File: src/rtl/led_blink_arbiter.sv
// led_blink_arbiter: round-robin arbiter that lends one LED to four requesters,
// blinking it blink_num[k] times for the winner, then idling dark for a gap.
module led_blink_arbiter #(
    parameter logic [31:0] SEC_TIME = 32'd50_000_000,
    parameter logic [31:0] GAP_TIME = 32'd100_000_000
) (
    input  logic        sys_clk,
    input  logic        rst,
    input  logic [3:0]  req,
    input  logic [15:0] blink_num,
    output logic [3:0]  grant,
    output logic [3:0]  done,
    output logic        busy,
    output logic        led
);
    localparam logic [31:0] HALF_M1 = SEC_TIME / 32'd2 - 32'd1;
    localparam logic [31:0] GAP_M1  = GAP_TIME - 32'd1;
    typedef enum logic [1:0] {IDLE, ON, OFF, GAP} state_t;
    state_t      state;
    logic [31:0] timer;
    logic [3:0]  cnt;
    logic [1:0]  last;
    logic [1:0]  pick;
    logic [3:0]  pick_num;
    // Scan downward so the nearest requester after last wins.
    always_comb begin
        pick = last;
        for (int i = 3; i >= 0; i--)
            if (req[2'(last + 2'(i) + 2'd1)]) pick = 2'(last + 2'(i) + 2'd1);
        pick_num = blink_num[{pick, 2'b00} +: 4];
    end
    always_ff @(posedge sys_clk) begin
        if (rst) begin
            state <= IDLE;
            timer <= '0;
            cnt   <= '0;
            last  <= 2'd3;
            grant <= '0;
            done  <= '0;
            busy  <= 1'b0;
            led   <= 1'b0;
        end else begin
            done <= '0;
            case (state)
                IDLE: if (|req) begin
                    grant <= 4'(1) << pick;
                    last  <= pick;
                    cnt   <= (pick_num == 4'd0) ? 4'd1 : pick_num;
                    led   <= 1'b1;
                    busy  <= 1'b1;
                    timer <= '0;
                    state <= ON;
                end
                ON, OFF: if (!req[last]) begin
                    led   <= 1'b0;
                    grant <= '0;
                    timer <= '0;
                    state <= GAP;
                end else if (timer == HALF_M1) begin
                    timer <= '0;
                    if (state == ON) begin
                        led   <= 1'b0;
                        state <= OFF;
                    end else if (cnt > 4'd1) begin
                        cnt   <= cnt - 4'd1;
                        led   <= 1'b1;
                        state <= ON;
                    end else begin
                        cnt   <= '0;
                        done  <= grant;
                        grant <= '0;
                        state <= GAP;
                    end
                end else begin
                    timer <= timer + 32'd1;
                end
                GAP: if (timer == GAP_M1) begin
                    timer <= '0;
                    busy  <= 1'b0;
                    state <= IDLE;
                end else begin
                    timer <= timer + 32'd1;
                end
            endcase
        end
    end
endmodule

File: config.mk
export PLATFORM = sky130hd
export DESIGN_NAME = led_blink_arbiter
export DESIGN_NICKNAME = d
export VERILOG_FILES = /design/src/rtl/led_blink_arbiter.sv
export SDC_FILE = /design/constraint.sdc
export NUM_CORES = 1
export LEC_CHECK = 0
export BUFFER_PORTS_ARGS = -buffer_cell sky130_fd_sc_hd__clkbuf_2
export CORE_MARGIN = 1
export CORE_UTILIZATION = 30
export DETAILED_ROUTE_END_ITERATION = 6
export SYNTH_ARGS = -nofsm -noshare
export SYNTH_HDL_FRONTEND = slang
export SYNTH_SLANG_ARGS = --single-unit
export TNS_END_PERCENT = 10
File: constraint.sdc
create_clock -name sys_clk -period 4.9 [get_ports sys_clk]
set_input_delay 0.49 -clock sys_clk [delete_from_list [all_inputs] [get_ports sys_clk]]
set_output_delay 0.49 -clock sys_clk [all_outputs]
set_load 0.01 [all_outputs]
# After elaboration in Yosys (flattened, before gate mapping)
# Cells that the tools add are included.
# op_classes
addsub	8
multipliers	0
div_mod_pow	0
n_lt_le_gt_ge	6
eq_ne	14
n_shift	2
n_mux	47
bitwise_logic	3
reduce_logical	13
# ops
operator	count
32-bit two-way mux	4
32-bit case mux with 3 select lines	1
4-bit two-way mux	11
32-bit by 1-bit adder with 32-bit output, second input constant	1
32-bit by 25-bit equality test with 1-bit output, second input constant	1
32-bit by 27-bit equality test with 1-bit output, second input constant	1
2-bit two-way mux	10
4-bit case mux with 2 select lines	2
16-bit by 5-bit indexed part select with 4-bit output	1
2-bit by 3-bit < comparator with 1-bit output, second input constant	5
1-bit two-way mux	11
1-bit binary-select mux with 2-bit select	5
2-bit != test, second input constant	5
5-bit AND reduction	2
3-bit != test, second input constant	3
2-bit by 1-bit adder with 2-bit output, second input constant	4
2-bit case mux with 3 select lines	1
3-bit AND reduction	2
6-bit OR reduction	1
2-bit adder, second input constant	2
2-bit equality test, second input constant	2
4-bit by 1-bit greater-than comparator with 1-bit output, second input constant	1
4-bit zero test	1
4-bit != test, second input constant	1
other kinds (11)	15
# totals
register_bits	50
latch_bits	0
ramBits	0
rom_bits	0
in_bits	22
output_inout_bits	10
elab_cells	101
memories	0

# Depth between registers and ports, before layout
# Gate-level depths: netlist (run 1).
# depth
word_depth	13
mapped_depth	11
ltp_nobuf	8

# Worst setup path after synthesis (run 1)
# No wires, ideal clock.
# synth_timing
kind	input to register
from	input req[0]
to	register cnt[0]
setup_time_ns	0.088
t_arrival_ns	2.218
required_time_ns	4.812
setup_slack_ns	2.594
stages	7
n_path_buf	1
path_cell_list	a21o_1 a31oi_1 buf_2 mux2i_1 mux2i_1 or4b_1 a311oi_2
# synth_via
elab_chain_cells	11
elab_cells_between_ends	23
cone_classes	2 x eq/ne; 1 x shift; 17 x mux; 3 x reduce/logical
# synth_lines
item	line_no	source
from (decl)	9	input logic [3:0] req,
1-bit binary-select mux with 2-bit select	29	if (req[2'(last + 2'(i) + 2'd1)]) pick = 2'(last + 2'(i) + 2'd1);
1-bit two-way mux (implied by the code)	29	
2-bit two-way mux (4 in series)	29	
16-bit by 5-bit indexed part select with 4-bit output	30	pick_num = blink_num[{pick, 2'b00} +: 4];
4-bit zero test	48	cnt <= (pick_num == 4'd0) ? 4'd1 : pick_num;
4-bit two-way mux	48	
4-bit two-way mux	45	IDLE: if (|req) begin
4-bit case mux with 2 select lines	44	case (state)
to (signal assigned)	48	
to (signal assigned)	65	cnt <= cnt - 4'd1;
to (decl)	21	logic [3:0] cnt;
# Parallel ways exist; a longest one is shown, timed or not. The select of a mux whose other input is x is not followed.
# A chain may end at the register's enable or synchronous reset.

# Worst setup path in the final report (run 1)
# layout_timing
from	register timer[0]
to	register state[1]
# layout_via
elab_chain_cells	3
elab_cells_between_ends	5
cone_classes	4 x eq/ne; 1 x reduce/logical
# layout_lines
item	line_no	source
from (decl)	20	logic [31:0] timer;
from (signal assigned)	75	timer <= timer + 32'd1;
from (signal assigned)	82	timer <= timer + 32'd1;
32-bit by 25-bit equality test with 1-bit output or 32-bit by 27-bit equality test with 1-bit output (tied branches)	59, 77	
3-bit != test (no line) or 2-bit != test (tied branches)	-	
3-bit AND reduction (no line) (*)	-	
to (signal assigned)	58	state <= GAP;
to (signal assigned)	63	state <= OFF;
to (signal assigned)	67	state <= ON;
to (decl)	19	state_t state;
# Mark *: on every way between the ends. The rest lies on a longest branch, timed or not.

==> impl_results.md, run 1 <==
* Status: completed
* Final hold vios at 0
* Post-synth EDFFs at 0
* CTS max path bufs at 2
* Tightest Pin Transition at 0.866 ns
* Clk Tree Root Cell: clkbuf_8
* Worst R2R Start: timer[0]$_SDFFE_PP0P_
* Wire per inst at 13.7 um
* All-layer global routing usage at 15.1%
* Pleak at 0.00127 uW
* Reg2reg setup slack at 2.21 ns
* # H-tree levels at 2
* Setup Slack @ Placement at 2.26 ns
* Largest area contributor in the netlist: dfxtp_1
* Placed Instance Area at 0.00335 sq mm
* Hold Buf Count CTS at 0
* Reg2reg end: state[1]$_SDFFE_PP0P_
* Max Freq at 372 MHz
* # fillers at 1021
* Final number of setup-violating endpoints at 0
* CP Capture Point: state[1]$_SDFFE_PP0P_
* Sequential power share at 37.4%
* Synth Warn # at 0
* Synth Area in Adders at 3.24%
* Mapped Cells at 395
* Layout cell share with drive strength beyond 1 at 12.0%
* Largest family of logic cells by synthesized area: simple AND/OR/NAND/NOR gates
* Asr flop ratio synth at 0%
* Total chip power at 1350 uW
* FP Rows at 36
* Crit path time final at 2.69 ns
* Post-synthesis simple-gate area fraction at 31.3%
* Vias per cell at 5.40
* RSZ-0062 raised after global routing: false
* Cts repair resizes at 0
* Clk_skew at 0.0104 ns
* First-pass GRT wire length at 12900 um
* Final global-route overflow total at 0
* Switching pwr at 548 uW
* Combinational power share at 43.7%
* Commonest cells post-synth: dfxtp_1, nand2_1, a21oi_1
* Routability congestion estimate at 0.843
* Vias in the first global route at 2769
* Period Utilization, post-route at 54.9%
* Max VDD drop at 0.137 mV
* Final net count at 446
* Setup bufs post-CTS at 0
* Buffers added on ports at 31
* Antenna cells at 0
* DR DRC count at 0
* Clock power share at 18.9%
* Clk Latency, worst-skew pair at 0.31 ns
* Clock sinks at 50
* Net Count, Synth at 425
* Layout area overhead at 11.5%
* Starting Density at 31.3%
* Top-area cell type share of the netlist area at 32.4%
* Post-DRT Antenna Nets at 0
* Worst Hold Class: reg2reg
* TritonCTS clock tree: built
* Seq cells post-synth at 50
* Worst slew margin at 42.3%
* WP data required at 5.14 ns
* Count leader, synth: dfxtp_1
* Sw frac at 40.6%
* Final WL at 7560 um
* Synth Area in Compound Gates at 18.7%
* 1st-iter DRT viols at 159
* Critical path arrival at 2.93 ns
* Post-synthesis sequential area ratio at 32.4%
* Antenna violations before repair at 0
* R2r worst-path depth at 7
* Largest cells by area after synthesis: dfxtp_1, nand2_1, a21oi_1
* Final WS setup at 2.21 ns
* Netlist cell types at 53
* # IOs at 32
* Pwr per Cell Area at 392 mW/mm^2
* Crit path from: timer[0]$_SDFFE_PP0P_
* Die area at 0.0107 sq mm
* Post-Syn Area at 0.00309 sq mm
* Primary FF master, synth: dfxtp_1
* Cts bufs inserted at 5
* CP endpoint kind: register
* Setup CP Type: reg2reg
* TritonRoute pass-1 iters at 5
* Max cap viols at 0
* Clock transition at path regs at 0.10 ns
* Worst setup SP type: register
* Die W at 103 um
* Int Power at 801 uW
* Die Y at 103 um
* Final TNS setup at 0 ns
* Vias at 2968
* Slew Viols, Final at 0
* Post-route cell area at 0.00344 sq mm
* Dpl hpwl at 5520 um
* Post-Syn Area per Cell at 7.81 sq um
* Post-synthesis mux area share at 6.36%
* Pin count of the biggest net entering global routing at 43
* Core area at 0.00986 sq mm
* Crit Path Max Fanout at 12
* Area share of xor/xnor cells in the synthesized design at 2.55%
-- metrics by stage --
step	cells	hold slack, ns	util (%)
floorplan	395	0.466	-
global placement	542	0.464	34.0
detailed placement	542	0.476	34.0
CTS	550	0.489	34.9
global route	550	0.520	34.9
finish	550	0.490	34.9
-- layer usage --
layer  part of all wire (%)  vias to the layer above  wire (um)  global-route usage, %
li1                       -                     1490          -                      -
met4                    2.0                        0        154                   5.31
met1                     47                     1424       3530                   19.9
met5                      0                        -          0                      0
met2                     49                       42       3680                   25.4
met3                    2.6                       12        199                   2.02
-- worst min path at each step --
stage,end,startpoint,cells past startpoint
after floorplan,timer[5]$_SDFFE_PP0P_,timer[5]$_SDFFE_PP0P_,2
after global placement,done[1]$_SDFF_PP0_,grant[1]$_SDFFE_PP0P_,1
after detailed placement,grant[1]$_SDFFE_PP0P_,grant[1]$_SDFFE_PP0P_,2
after CTS,grant[1]$_SDFFE_PP0P_,grant[1]$_SDFFE_PP0P_,2
after global routing,done[0]$_SDFF_PP0_,grant[0]$_SDFFE_PP0P_,1
final,grant[1]$_SDFFE_PP0P_,grant[1]$_SDFFE_PP0P_,2
-- cell type report --
type                    count  area [sq um]  area share [%]
clock buffers               7          86.3            2.51
clock inverters             1          5.00           0.145
inverters                  21          78.8            2.29
multi-input cells         304          1930            56.0
flip-flops and latches     50          1000            29.1
well taps                 133           166            4.84
repair buffers             34           178            5.16
-- cell usage in the layout (no fill, tap or decap), types with 7 or more instances in the layout --
master / n
a21oi_1: 31
and2_1: 10
clkbuf_2: 31
dfxtp_1: 50
ha_1: 8
inv_1: 21
mux2i_1: 14
nand2_1: 46
nand3_1: 25
nand4_1: 13
nor2_1: 21
nor3_1: 15
nor4_1: 8
o21ai_0: 21
or4_1: 7
xor2_1: 7
-- flip-flops by register name (all words and copies together), names as in the netlist --
register and cells:
cnt 4, grant 4, done 4, state 2, led 1, timer 32
last 2, busy 1
-- kinds of logic (layout without fill, tap and decap cells) --
group | count (synthesis) | after routing
buffers and inverters | 41 | 63
DFF | 50 | 50
AOI/OAI and AO/OA | 92 | 92
muxes | 17 | 17
and+or+nand+nor | 178 | 178
xor gates and xnor gates | 9 | 9
adders and majority gates | 8 | 8
-- critical path, cell delays in order (launching register included) --
cell	delay, ns
dfxtp_1	0.40
ha_1	0.23
nand3_1	0.16
or3_1	0.45
nor4_2	0.39
o22ai_1	0.39
or3_1	0.44
a21oi_1	0.15
-- power groups by stage --
stage | sequential, uW | clock [uW] | combinational [uW]
final | 504 | 255 | 590
after global routing | 511 | 276 | 662
after CTS | 503 | 263 | 590
after detailed placement | 513 | 0 | 587
after global placement | 511 | 0 | 573
after floorplan | 503 | 0 | 467
Power figures use the tool's default switching activity.
==> inputs of run 2 (changes only) <==
==> constraint.sdc (replaced) <==
create_clock -name sys_clk -period 2.7 [get_ports sys_clk]
set_input_delay 0.27 -clock sys_clk [delete_from_list [all_inputs] [get_ports sys_clk]]
set_output_delay 0.27 -clock sys_clk [all_outputs]
set_load 0.01 [all_outputs]
==> run 2 against run 1 <==
Power rose by 92%; maximum frequency rose by 7.5%; register-to-register slack got worse by 2.0 ns; worst setup slack got worse by 2.0 ns; non-clock buffer count rose by 14; sequential power rose by 81%; wire length rose by 4.4%; critical path depth did not move; clock skew fell by 0.0028 ns; critical endpoint is now cnt[0]$_SDFFE_PP0P_.
==> impl_results.md, run 2 (same netlist as run 1, synthesis figures left out) <==
* Total chip power at 2600 uW (+92%)
* CTS max path bufs at 2 (unchanged)
* DP Cell Count at 556 (+2.6%)
* Critical path arrival at 2.73 ns (-0.20 ns)
* Worst Hold Class: in2reg
* Max cap viols at 0 (unchanged)
* Starting Density at 31.3% (unchanged)
* Dpl hpwl at 5910 um (+7.1%)
* Final number of setup-violating endpoints at 0 (unchanged)
* CP Cell Sequence: nand3b_1, a31oi_1, buf_12, mux2i_1, mux2i_1, or4b_1, a311oi_2
* Most common cell after layout, fill and taps aside: dfxtp_1
* CP endpoint kind: register
* Vias at 3005 (+1.2%)
* WP data required at 2.93 ns (-2.21 ns)
* # H-tree levels at 2 (unchanged)
* Setup CP Type: reg2reg
* Final TNS setup at 0 ns (unchanged)
* Final global-route overflow total at 0 (unchanged)
* Reg with most FFs: timer
* CP bufs+invs at 1 (+1)
* Pleak at 0.00136 uW (+7.5%)
* Die W at 103 um (unchanged)
* Buffers added on ports at 31 (unchanged)
* Die area at 0.0107 sq mm (unchanged)
* First-pass GRT wire length at 13400 um (+3.8%)
* Vias per cell at 5.33 (-1.3%)
* Worst setup SP type: register
* Slew Viols, Final at 0 (unchanged)
* Clk Tree Root Cell: clkbuf_8
* Final cell count without fillers at 564 (+2.5%)
* Max VDD drop at 0.284 mV (+110%)
* Cts bufs inserted at 5 (unchanged)
* Max Freq at 400 MHz (+7.5%)
* Vias in the first global route at 2876 (+3.9%)
* TritonCTS clock tree: built
* DR DRC count at 0 (unchanged)
* Setup Slack @ Placement at 0.215 ns (-2.05 ns)
* Layout cell share with drive strength beyond 1 at 14.8% (+2.9 points)
* Die Y at 103 um (unchanged)
* # IOs at 32 (unchanged)
* All-layer global routing usage at 15.6% (+0.46 points)
* Final WL at 7890 um (+4.4%)
* Antenna violations before repair at 0 (unchanged)
* Most used cell, CP: mux2i_1
* Final hold vios at 0 (unchanged)
* Max reg flops at 32 (unchanged)
* Wire per inst at 14.0 um (+1.8%)
* Pin count of the biggest net entering global routing at 25 (-42%)
* Final WS setup at 0.198 ns (-2.01 ns)
* RSZ-0062 raised after global routing: false
* Crit path largest cell delay at 0.54 ns (+0.09 ns)
* Layout area overhead at 16.2%
* Worst slew margin at 48.7% (+6.4 points)
* Pwr per Cell Area at 724 mW/mm^2 (+85%)
* Status: completed
* Most frequent cells in the layout: dfxtp_1, nand2_1, a21oi_1, clkbuf_2, nand3_1
* Delay-heaviest family, CP: compound AO/OA/AOI/OAI gates
* 1st-iter DRT viols at 212 (+33%)
* FP Rows at 36 (unchanged)
* TritonRoute pass-1 iters at 4 (-1)
* Cell at the slowest stage of the critical path: or4b_1
* Clk Latency, worst-skew pair at 0.30 ns (about the same)
* Core area at 0.00986 sq mm (unchanged)
* Period Utilization, post-route at 92.7% (+38 points)
* Crit path time final at 2.50 ns (-0.189 ns)
* Post-DRT Antenna Nets at 0 (unchanged)
* Clk_skew at 0.00765 ns (-0.00279 ns)
* Tightest Pin Transition at 0.764 ns (-0.102 ns)
* Clock sinks at 50 (unchanged)
* Final net count at 460 (+3.1%)
* Crit Path Max Fanout at 9 (-3)
* Routability congestion estimate at 0.885 (+4.9%)
* Clock transition at path regs at 0.10 ns (about the same)
* Antenna cells at 0 (unchanged)
run 2: per-layer routing:
| layer | vias up | global-route usage (%) | wire length, um |
|---|---|---|---|
| met3 | 13 | 1.81 | 260 |
| met2 | 62 | 27.9 | 3940 |
| met5 | - | 0 | 0 |
| li1 | 1510 | - | - |
| met1 | 1420 | 19.4 | 3560 |
| met4 | 0 | 4.98 | 133 |
run 2: power breakdown:
group / switching [uW] / internal [uW]
sequential: 89.5 / 823
clock: 261 / 277
combinational: 677 / 469
total: 1030 / 1570
run 2: area by class of cell:
class	instances	area (sq um)
clock buffers	6	72.6
repair buffers	48	295
clock inverters	2	37.5
well taps	133	166
flip-flops and latches	50	1000
fillers	1015	6280
inverters	21	78.8
multi-input cells	304	1930
run 2: repair_timing:
action / in CTS / in global routing
endpoints found under the setup margin: 0 / 2
gates resized for setup: 0 / 1
setup buffers: 0 / 0
hold buffers: 0 / 0
run 2: worst paths after layout:
kind	from	endpoint	slack [ns]	cells after the start
max reg2reg	last[1]$_SDFFE_PP1P_	cnt[0]$_SDFFE_PP0P_	0.20	7
min reg2reg	grant[0]$_SDFFE_PP0P_	done[0]$_SDFF_PP0_	0.49	1
max	last[1]$_SDFFE_PP1P_	cnt[0]$_SDFFE_PP0P_	0.20	7
min	rst	last[1]$_SDFFE_PP1P_	0.27	3
run 2: per-stage QoR:
stage	hold slack, ns	utilization [%]	instance area (sq um)
2_1_floorplan	0.421	-	3090
3_3_place_gp	0.465	35.1	3470
3_5_place_dp	0.473	35.1	3470
4_1_cts	0.272	36.3	3580
5_1_grt	0.295	36.4	3590
6_report	0.274	36.4	3590
run 2: worst reg2reg max path, cell delays in order (launching register included):
cell and delay, ns:
dfxtp_1 0.50, nand3b_1 0.13, a31oi_1 0.46, buf_12 0.20, mux2i_1 0.22, mux2i_1 0.13
or4b_1 0.54, a311oi_2 0.24
==> inputs of run 3 (changes only) <==
--- a/config.mk
+++ b/config.mk
@@ -7,8 +7,9 @@
 export LEC_CHECK = 0
 export BUFFER_PORTS_ARGS = -buffer_cell sky130_fd_sc_hd__clkbuf_2
 export CORE_MARGIN = 1
-export CORE_UTILIZATION = 30
+export CORE_UTILIZATION = 59
 export DETAILED_ROUTE_END_ITERATION = 6
+export PLACE_DENSITY = 0.8
 export SYNTH_ARGS = -nofsm -noshare
 export SYNTH_HDL_FRONTEND = slang
 export SYNTH_SLANG_ARGS = --single-unit
==> run 3 against run 2 <==
Via count rose by 1.9%; maximum frequency grew 1.2%; critical path depth rose by 1; wire length shrank 4.8%; register-to-register slack better by 0.03 ns; cell count shrank 12%; utilization up 35 points; die area decreased by 48%; hold slack got worse by 0.0012 ns; combinational power barely moved; cell area decreased by 2.9%; critical endpoint is now timer[23]$_SDFFE_PP0P_; largest cell class unchanged; non-clock buffer count did not move.
==> impl_results.md, run 3 (same netlist as run 1, synthesis figures left out) <==
* Final hold vios at 0 (unchanged)
* Hold Slack at 0.272 ns (-0.00125 ns)
* Vias per cell at 6.15 (+15%)
* All-layer global routing usage at 29.8% (+14 points)
* Period Utilization, post-route at 91.6% (-1.1 points)
* Post-DRT Antenna Nets at 0 (unchanged)
* # H-tree levels at 2 (unchanged)
* Cts bufs inserted at 5 (unchanged)
* Wire per inst at 15.1 um (+7.9%)
* Antenna violations before repair at 0 (unchanged)
* Setup CP Type: reg2reg
* Crit path time final at 2.47 ns (-0.0299 ns)
* FP Rows at 25 (-31%)
* Worst slew margin at 52.1% (+3.4 points)
* Vias at 3062 (+1.9%)
* Pin count of the biggest net entering global routing at 25 (unchanged)
* Core area at 0.00488 sq mm (-51%)
* First-pass GRT wire length at 12700 um (-5.3%)
* 1st-iter DRT viols at 342 (+61%)
* RSZ-0062 raised after global routing: false
* Max Freq at 405 MHz (+1.2%)
* Worst Hold Class: in2reg
* Most common cell after layout, fill and taps aside: dfxtp_1
* Most frequent cells in the layout: dfxtp_1, nand2_1, a21oi_1, clkbuf_2, nand3_1
* Die area at 0.00552 sq mm (-48%)
* Final net count at 460 (unchanged)
* Worst R2R Start: timer[0]$_SDFFE_PP0P_
* Die Y at 74.3 um (-28%)
* WP data required at 2.92 ns (about the same)
* Layout area overhead at 12.8%
* Pleak at 0.00134 uW (-1.4%)
* Cts repair resizes at 0 (unchanged)
* Max VDD drop at 0.680 mV (+140%)
* Critical path arrival at 2.69 ns (-0.04 ns)
* Final core occ at 71.4% (+35 points)
* Final TNS setup at 0 ns (unchanged)
* Vias in the first global route at 2739 (-4.8%)
* Reg2reg end: timer[23]$_SDFFE_PP0P_
* CP endpoint kind: register
* Worst Hold Launch: rst
* Clock transition at path regs at 0.10 ns (about the same)
* TritonCTS clock tree: built
* Status: completed
* Final number of setup-violating endpoints at 0 (unchanged)
* Reg with most FFs: timer
* CTS max path bufs at 2 (unchanged)
* Dpl hpwl at 5530 um (-6.5%)
* Total chip power at 2510 uW (-3.1%)
* Pwr per Cell Area at 722 mW/mm^2 (-0.24%)
* Final global-route overflow total at 0 (unchanged)
* Hold Buf Count CTS at 0 (unchanged)
* Hold Path End: last[1]$_SDFFE_PP1P_
* Clock sinks at 50 (unchanged)
* DR DRC count at 0 (unchanged)
* Routability congestion estimate at 1.00 (+14%)
* Tightest Pin Transition at 0.713 ns (-0.0509 ns)
* Clk_skew at 0.0107 ns (+0.00310 ns)
* Setup bufs post-CTS at 0 (unchanged)
* Worst setup SP type: register
* Clk Latency, worst-skew pair at 0.33 ns (+0.03 ns)
* # IOs at 32 (unchanged)
* Reg2reg setup slack at 0.23 ns (+0.03 ns)
* Starting Density at 63.3% (+32 points)
* Buffers added on ports at 31 (unchanged)
* Final WL at 7520 um (-4.8%)
* TritonRoute pass-1 iters at 5 (+1)
* Max cap viols at 0 (unchanged)
* Hold depth at 3 (unchanged)
* Crit Path Max Fanout at 20 (+11)
* Layout cell share with drive strength beyond 1 at 15.1% (+0.23 points)
* Die W at 74.3 um (-28%)
* Antenna cells at 0 (unchanged)
* Clk Tree Root Cell: clkbuf_8
* Max reg flops at 32 (unchanged)
* R2r worst-path depth at 8 (+1)
* Slew Viols, Final at 0 (unchanged)
run 3: changes by cell type in the layout (fill, tap and decap cells not counted), sizes merged:
cell      previous run  this run
bufinv               1         0
clkbuf              37        36
clkinv               0         2
clkinvlp             1         0
inv                 21        22
run 3: final cells by class:
type / count / area (sq um)
Clock buffer: 5 / 68.8
Timing Repair Buffer: 48 / 295
Tap cell: 67 / 83.8
Fill cell: 415 / 1400
Sequential cell: 50 / 1000
Clock inverter: 3 / 28.8
Multi-Input combinational cell: 304 / 1930
Inverter: 21 / 78.8
run 3: worst max path at each step:
stage                                        end                   from  cells past startpoint
after global placement    timer[23]$_SDFFE_PP0P_  timer[0]$_SDFFE_PP0P_                      8
after detailed placement   timer[4]$_SDFFE_PP0P_  timer[0]$_SDFFE_PP0P_                      8
final                     timer[23]$_SDFFE_PP0P_  timer[0]$_SDFFE_PP0P_                      8
after floorplan           timer[23]$_SDFFE_PP0P_  timer[0]$_SDFFE_PP0P_                      8
after global routing       timer[4]$_SDFFE_PP0P_  timer[0]$_SDFFE_PP0P_                      8
after CTS                 timer[23]$_SDFFE_PP0P_  timer[0]$_SDFFE_PP0P_                      8
run 3: layer usage:
metal  global-route usage [%]  up-vias  routed length [um]
li1                         -     1517                   -
met1                     42.1     1417                3460
met2                     45.2      111                3400
met3                     5.56       17                 501
met4                     11.5        0                 155
met5                        0        -                   0
run 3: per-stage QoR:
step | instance area [sq um] | setup WS (ns) | cells
floorplan | 3090 | 0.478 | 395
global placement | 3380 | 0.397 | 490
detailed placement | 3380 | 0.274 | 490
CTS | 3480 | 0.264 | 498
global route | 3480 | 0.0991 | 498
finish | 3480 | 0.228 | 498
run 3: power by group:
part | switching [uW] | internal, uW
registers | 92.1 | 823
clock network | 286 | 192
logic | 666 | 455
run 3: worst max-delay path, stage by stage, from the launching register on:
cell and delay (ns):
dfxtp_1 0.40, ha_1 0.22, nand3_1 0.11, or3_1 0.43, nor4_2 0.41, o22ai_2 0.24, buf_12 0.22, a21o_1 0.15
a32o_1 0.19
